`src/rtl/onchip_mem_arbiter_if.sv`:
```
// Bus bundle between two Avalon-MM masters, the arbiter and the single-port RAM.
// Handshake: a master request (read or write) is accepted in any cycle where it is high and
// its m_waitrequest bit is low; reads return m_readdatavalid READ_LATENCY cycles later.
interface onchip_mem_arbiter_if #(
  parameter int ADDR_W = 11,
  parameter int DATA_W = 32
);
  localparam int BE_W = DATA_W / 8;

  logic [2*ADDR_W-1:0] m_address;
  logic [2*BE_W-1:0]   m_byteenable;
  logic [1:0]          m_read;
  logic [1:0]          m_write;
  logic [2*DATA_W-1:0] m_writedata;
  logic [1:0]          m_waitrequest;
  logic [DATA_W-1:0]   m_readdata;
  logic [1:0]          m_readdatavalid;

  logic [ADDR_W-1:0]   mem_address;
  logic [BE_W-1:0]     mem_byteenable;
  logic                mem_chipselect;
  logic                mem_write;
  logic [DATA_W-1:0]   mem_writedata;
  logic                mem_clken;
  logic [DATA_W-1:0]   mem_readdata;

  modport slave (
    input  m_address, m_byteenable, m_read, m_write, m_writedata, mem_readdata,
    output m_waitrequest, m_readdata, m_readdatavalid,
           mem_address, mem_byteenable, mem_chipselect, mem_write, mem_writedata, mem_clken
  );

  modport master (
    output m_address, m_byteenable, m_read, m_write, m_writedata, mem_readdata,
    input  m_waitrequest, m_readdata, m_readdatavalid,
           mem_address, mem_byteenable, mem_chipselect, mem_write, mem_writedata, mem_clken
  );
endinterface

```
`src/rtl/onchip_mem_arbiter.sv`:
```
// Two-master round-robin arbiter in front of a single-port on-chip RAM.
// One access per cycle; read responses are routed back through a {valid, id} tag pipeline.
module onchip_mem_arbiter #(
  parameter int ADDR_W       = 11,
  parameter int DATA_W       = 32,
  parameter int READ_LATENCY = 1
) (
  input  logic clk,
  input  logic reset_n,
  onchip_mem_arbiter_if.slave bus
);
  localparam int BE_W = DATA_W / 8;

  logic [1:0] rst_sync;
  logic       rst_ok;

  logic [1:0] req;
  logic       gnt_valid;
  logic       gnt_id;
  logic       last_grant;
  logic       rd_accept;

  logic [READ_LATENCY-1:0] tag_valid;
  logic [READ_LATENCY-1:0] tag_id;
  logic                    out_valid;
  logic                    out_id;

  // Reset asserts asynchronously, releases two clocks after reset_n rises.
  always_ff @(posedge clk or negedge reset_n) begin
    if (!reset_n) rst_sync <= 2'b00;
    else          rst_sync <= {rst_sync[0], 1'b1};
  end
  assign rst_ok = rst_sync[1];

  // A simultaneous read+write counts as a single write request.
  always_comb begin
    req       = bus.m_read | bus.m_write;
    gnt_valid = 1'b0;
    gnt_id    = 1'b0;
    if (rst_ok) begin
      case (req)
        2'b01:   begin gnt_valid = 1'b1; gnt_id = 1'b0;        end
        2'b10:   begin gnt_valid = 1'b1; gnt_id = 1'b1;        end
        2'b11:   begin gnt_valid = 1'b1; gnt_id = ~last_grant; end
        default: begin gnt_valid = 1'b0; gnt_id = 1'b0;        end
      endcase
    end
  end

  assign rd_accept = gnt_valid & bus.m_read[gnt_id] & ~bus.m_write[gnt_id];

  always_comb begin
    bus.m_waitrequest  = 2'b00;
    bus.mem_chipselect = gnt_valid;
    bus.mem_write      = gnt_valid & bus.m_write[gnt_id];
    bus.mem_address    = gnt_id ? bus.m_address[2*ADDR_W-1:ADDR_W] : bus.m_address[ADDR_W-1:0];
    bus.mem_byteenable = gnt_id ? bus.m_byteenable[2*BE_W-1:BE_W] : bus.m_byteenable[BE_W-1:0];
    bus.mem_writedata  = gnt_id ? bus.m_writedata[2*DATA_W-1:DATA_W] : bus.m_writedata[DATA_W-1:0];
    if (!rst_ok)        bus.m_waitrequest = 2'b11;
    else if (gnt_valid) bus.m_waitrequest = gnt_id ? 2'b01 : 2'b10;
  end

  // Depth equals the RAM latency, so an accepted read can never be lost to overflow.
  always_ff @(posedge clk or negedge rst_ok) begin
    if (!rst_ok) begin
      tag_valid  <= '0;
      tag_id     <= '0;
      last_grant <= 1'b1;
    end else begin
      tag_valid[0] <= rd_accept;
      tag_id[0]    <= gnt_id;
      for (int s = 1; s < READ_LATENCY; s++) begin
        tag_valid[s] <= tag_valid[s-1];
        tag_id[s]    <= tag_id[s-1];
      end
      if (gnt_valid) last_grant <= gnt_id;
    end
  end

  assign out_valid           = tag_valid[READ_LATENCY-1];
  assign out_id              = tag_id[READ_LATENCY-1];
  assign bus.m_readdatavalid = out_valid ? (out_id ? 2'b10 : 2'b01) : 2'b00;
  assign bus.m_readdata      = out_valid ? bus.mem_readdata : '0;
  assign bus.mem_clken       = rst_ok;
endmodule

```
`src/flat_wrapper.sv`:
```
// flat-port wrapper written by rule: the top's interface ports become plain ports
module onchip_mem_arbiter_flat 
#(
  parameter int ADDR_W       = 11,
  parameter int DATA_W       = 32,
  parameter int READ_LATENCY = 1
)
  (clk, reset_n, bus_m_address, bus_m_byteenable, bus_m_read, bus_m_write, bus_m_writedata, bus_mem_readdata, bus_m_waitrequest, bus_m_readdata, bus_m_readdatavalid, bus_mem_address, bus_mem_byteenable, bus_mem_chipselect, bus_mem_write, bus_mem_writedata, bus_mem_clken);
  onchip_mem_arbiter_if #(.ADDR_W(ADDR_W), .DATA_W(DATA_W)) bus_i ();
  input  logic clk;
  input  logic reset_n;
  input wire logic [$bits(bus_i.m_address)-1:0] bus_m_address;
  input wire logic [$bits(bus_i.m_byteenable)-1:0] bus_m_byteenable;
  input wire logic [$bits(bus_i.m_read)-1:0] bus_m_read;
  input wire logic [$bits(bus_i.m_write)-1:0] bus_m_write;
  input wire logic [$bits(bus_i.m_writedata)-1:0] bus_m_writedata;
  input wire logic [$bits(bus_i.mem_readdata)-1:0] bus_mem_readdata;
  output wire logic [$bits(bus_i.m_waitrequest)-1:0] bus_m_waitrequest;
  output wire logic [$bits(bus_i.m_readdata)-1:0] bus_m_readdata;
  output wire logic [$bits(bus_i.m_readdatavalid)-1:0] bus_m_readdatavalid;
  output wire logic [$bits(bus_i.mem_address)-1:0] bus_mem_address;
  output wire logic [$bits(bus_i.mem_byteenable)-1:0] bus_mem_byteenable;
  output wire logic [$bits(bus_i.mem_chipselect)-1:0] bus_mem_chipselect;
  output wire logic [$bits(bus_i.mem_write)-1:0] bus_mem_write;
  output wire logic [$bits(bus_i.mem_writedata)-1:0] bus_mem_writedata;
  output wire logic [$bits(bus_i.mem_clken)-1:0] bus_mem_clken;
  assign bus_i.m_address = bus_m_address;
  assign bus_i.m_byteenable = bus_m_byteenable;
  assign bus_i.m_read = bus_m_read;
  assign bus_i.m_write = bus_m_write;
  assign bus_i.m_writedata = bus_m_writedata;
  assign bus_i.mem_readdata = bus_mem_readdata;
  assign bus_m_waitrequest = bus_i.m_waitrequest;
  assign bus_m_readdata = bus_i.m_readdata;
  assign bus_m_readdatavalid = bus_i.m_readdatavalid;
  assign bus_mem_address = bus_i.mem_address;
  assign bus_mem_byteenable = bus_i.mem_byteenable;
  assign bus_mem_chipselect = bus_i.mem_chipselect;
  assign bus_mem_write = bus_i.mem_write;
  assign bus_mem_writedata = bus_i.mem_writedata;
  assign bus_mem_clken = bus_i.mem_clken;
  onchip_mem_arbiter #(.ADDR_W(ADDR_W), .DATA_W(DATA_W), .READ_LATENCY(READ_LATENCY)) u_core (.clk(clk), .reset_n(reset_n), .bus(bus_i));
endmodule
```
`config.mk`:
```
export PLATFORM = sky130hd
export DESIGN_NAME = onchip_mem_arbiter_flat
export DESIGN_NICKNAME = d
export VERILOG_FILES = /design/src/rtl/onchip_mem_arbiter_if.sv /design/src/rtl/onchip_mem_arbiter.sv /design/src/flat_wrapper.sv
export SDC_FILE = /design/constraint.sdc
export NUM_CORES = 1
export LEC_CHECK = 0
export ABC_AREA = 1
export ABC_CLOCK_PERIOD_IN_PS = 2900
export BUFFER_PORTS_ARGS = -buffer_cell sky130_fd_sc_hd__buf_2
export CORE_AREA = 10 10 76 78
export DETAILED_ROUTE_END_ITERATION = 12
export DIE_AREA = 0 0 86 88
export HOLD_SLACK_MARGIN = 0.03
export PLACE_DENSITY = 0.85
export SYNTH_ARGS = -nofsm -noshare
export SYNTH_HDL_FRONTEND = slang
export SYNTH_SLANG_ARGS = --single-unit
```
`constraint.sdc`:
```
create_clock -name clk -period 2.9 [get_ports clk]
set_input_delay 0 -clock clk [delete_from_list [all_inputs] [get_ports clk]]
set_output_delay 0 -clock clk [all_outputs]
set_load 0.01 [all_outputs]
```
==> impl_metrics.yaml <==
status:
  status: "finished, final reports clean"
timing:
  skew_ns: 0.000268
  tightest_slew_ns: 0.907
  worst_slack_ns: 0.998
  period_share_pct: 65.6
  setup_violations: 0
  tns_ns: 0
  period_needed_ns: 1.90
  relSlewSlack_pct: 39.6
  timing.final.hold_violations: 0
  slew_viol_final: 0
  hold_ws_ns: 0.0820
  rsz0062_at_grt: "no"
  clock.fmax_ghz: 0.526
logic_synthesis:
  synth_top_family_by_area: "simple AND/OR/NAND/NOR gates"
  synth_fa_ha_area_share_pct: 0
  syn_inst: 254
  ys_seq_elements: 5
  muxShareOfSynthArea_pct: 0
  synth-compound-area-share_pct: 1.23
  syn_area_um2: 1110
  yosysUniqueCellTypes: 16
  avgSynthCellArea_um2: 4.39
  yosysSeqAreaShare_pct: 11.3
  syn_nets: 386
  synth_xor_area_share_pct: 0
  synth-simple-area-share_pct: 66.4
  ys_warn_count: 0
setup_path:
  cp_max_fo: 48
  cp.required_ns: 2.90
  path_delay_family: "buffers and inverters"
  reg2reg_depth: 4
  cp.depth: 7
  endpoint_kind: "output port"
  path_cells: "inv_2, nor2_4, nand2_4, inv_2, nand2_1, nand2_1, buf_2"
  cpPeakStageDelay_ns: 0.52
  start_kind: "flip-flop"
  cp_slowest_cell: "inv_2"
  timing.critical_path.buf_inv: 3
  cp.arrival_ns: 1.90
  criticalPathCategory: "reg2out"
grt:
  grt_pass1_vias: 2071
  grt_start_max_net_pins: 53
  grt_pass1_wl_um: 10200
  gr-usage-all-layers_pct: 16.4
  antenna_found_initial: 0
  grt.overflow.total: 0
floorplan:
  core_region_area_um2: 4290
  die_x_um: 86
  die_height_um: 88
  start_util_pct: 26.0
  placementRows: 24
  io_pins: 218
  dieArea_um2: 7570
placement:
  dp_hpwl_um: 6240
  gp_congestion: 0.894
  io_buffers: 217
  dp_worst_setup_slack_ns: 1.21
  dp_cells: 510
clocking:
  numCtsBuffers: 3
  cts_resized: 0
  cts-root-buf: "clkbuf_8"
  cts_tree: "yes"
  cts_sinks: 5
  path_clk_slew_ns: 0.03
  cts_buffer_depth: 2
  cts_max_level: 1
  post-cts-setup-buffer-count: 0
  ctsHoldBuffers: 1
  clk_latency_ns: 0.22
power_and_ir_drop:
  peakVddDrop_mv: 0.114
  p_per_area_nw_per_um2: 279
  p_leak_uw: 0.00183
layout:
  layout-drive-gt1-share_pct: 49.2
  final_net_count: 596
  fin_cells: 515
  antennaDiodeCount: 0
  flow.area_growth_from_synthesis_pct: 102
  final_core_util_pct: 52.4
routing:
  m1WireLength_um: 2330
  via_per_inst: 4.12
  vias: 2124
  wl_per_cell_um: 13.6
  wl_met2_um: 3650
  drc_errors: 0
  wl_um: 7000
  drtIter0Drc: 51
  firstDrtPassIters: 5
  drtAntennaViolNets: 0
  dr_wl_met3_um: 952
  highest_layer: "met4"
flow_run:
  maxCapViolCount: 0
worst_hold_path:
  hold_depth: 4
  holdCritPathClass: "in2reg"
cells in the mapped netlist (all sizes together):
master / n / area share, %
nand2: 184 / 63
inv: 40 / 13
buf: 7 / 4.8
clkbuf: 7 / 2.4
nor2: 6 / 2.9
dfrtp: 4 / 9.0
nand3: 2 / 0.90
o21ai: 2 / 1.2
conb: 1 / 0.34
dfstp: 1 / 2.4
worst paths after layout:
kind	start	to	slack, ns
worst max-delay path	u_core.rst_sync[1]$_DFF_PN0_	bus_mem_writedata[4]	1.0
worst min-delay path	bus_m_write[0]	u_core.out_valid$_DFF_PN0_	0.08
worst max register to register	u_core.rst_sync[1]$_DFF_PN0_	u_core.out_id$_DFF_PN0_	1.45
worst min register to register	u_core.rst_sync[1]$_DFF_PN0_	u_core.out_valid$_DFF_PN0_	0.09
max in group asynchronous	u_core.rst_sync[1]$_DFF_PN0_	u_core.last_grant$_DFFE_PN1P_	2.56
min in group asynchronous	u_core.rst_sync[1]$_DFF_PN0_	u_core.out_valid$_DFF_PN0_	0.09
power breakdown:
part | leakage, uW | total, uW | internal [uW] | switching [uW]
clock | 0.0000228 | 128 | 94.3 | 33.8
sequential | 0.0000595 | 91.1 | 77.6 | 13.6
combinational | 0.00175 | 407 | 182 | 225
sequential cells by signal (all words and copies together) (netlist names):
name / cells
u_core.last_grant: 1
u_core.out_id: 1
u_core.out_valid: 1
u_core.rst_sync: 2
per-stage QoR:
step	area, um^2	power [uW]
final	2250	626
after global routing	2250	692
after CTS	2250	638
after detailed placement	2190	504
after global placement	2190	498
after floorplan	1110	293
worst min-delay path, delay by kind of cell:
kind	cells	cell delay, ns
buf+inv	1	0.12
simple gates	3	0.15
placed cells by master (no fill, tap or decap), drive strengths merged:
cell type,instances
nor2,6
nand2,184
nand3,2
clkbuf,4
dfrtp,4
o21ai,2
inv,40
dlygate4sd3,1
conb,1
buf,218
dfstp,1
per-layer routing:
layer	global-route usage (%)	vias up
li1	-	1127
met2	30.6	133
met1	15.5	858
met3	8.36	6
met5	0	-
met4	4.34	0
cells by family after synthesis:
kind of cell    count (synthesis)
flops                           5
other cells                     1
simple gates                  192
compound gates                  2
buf+inv                        54
cell type report:
class	count	area (um^2)
multi-input cells	195	758
clock buffers	4	45.0
flip-flops and latches	5	126
well taps	52	65.1
repair buffers	219	1100
fillers	444	2050
inverters	40	150
Power figures use the tool's default switching activity.
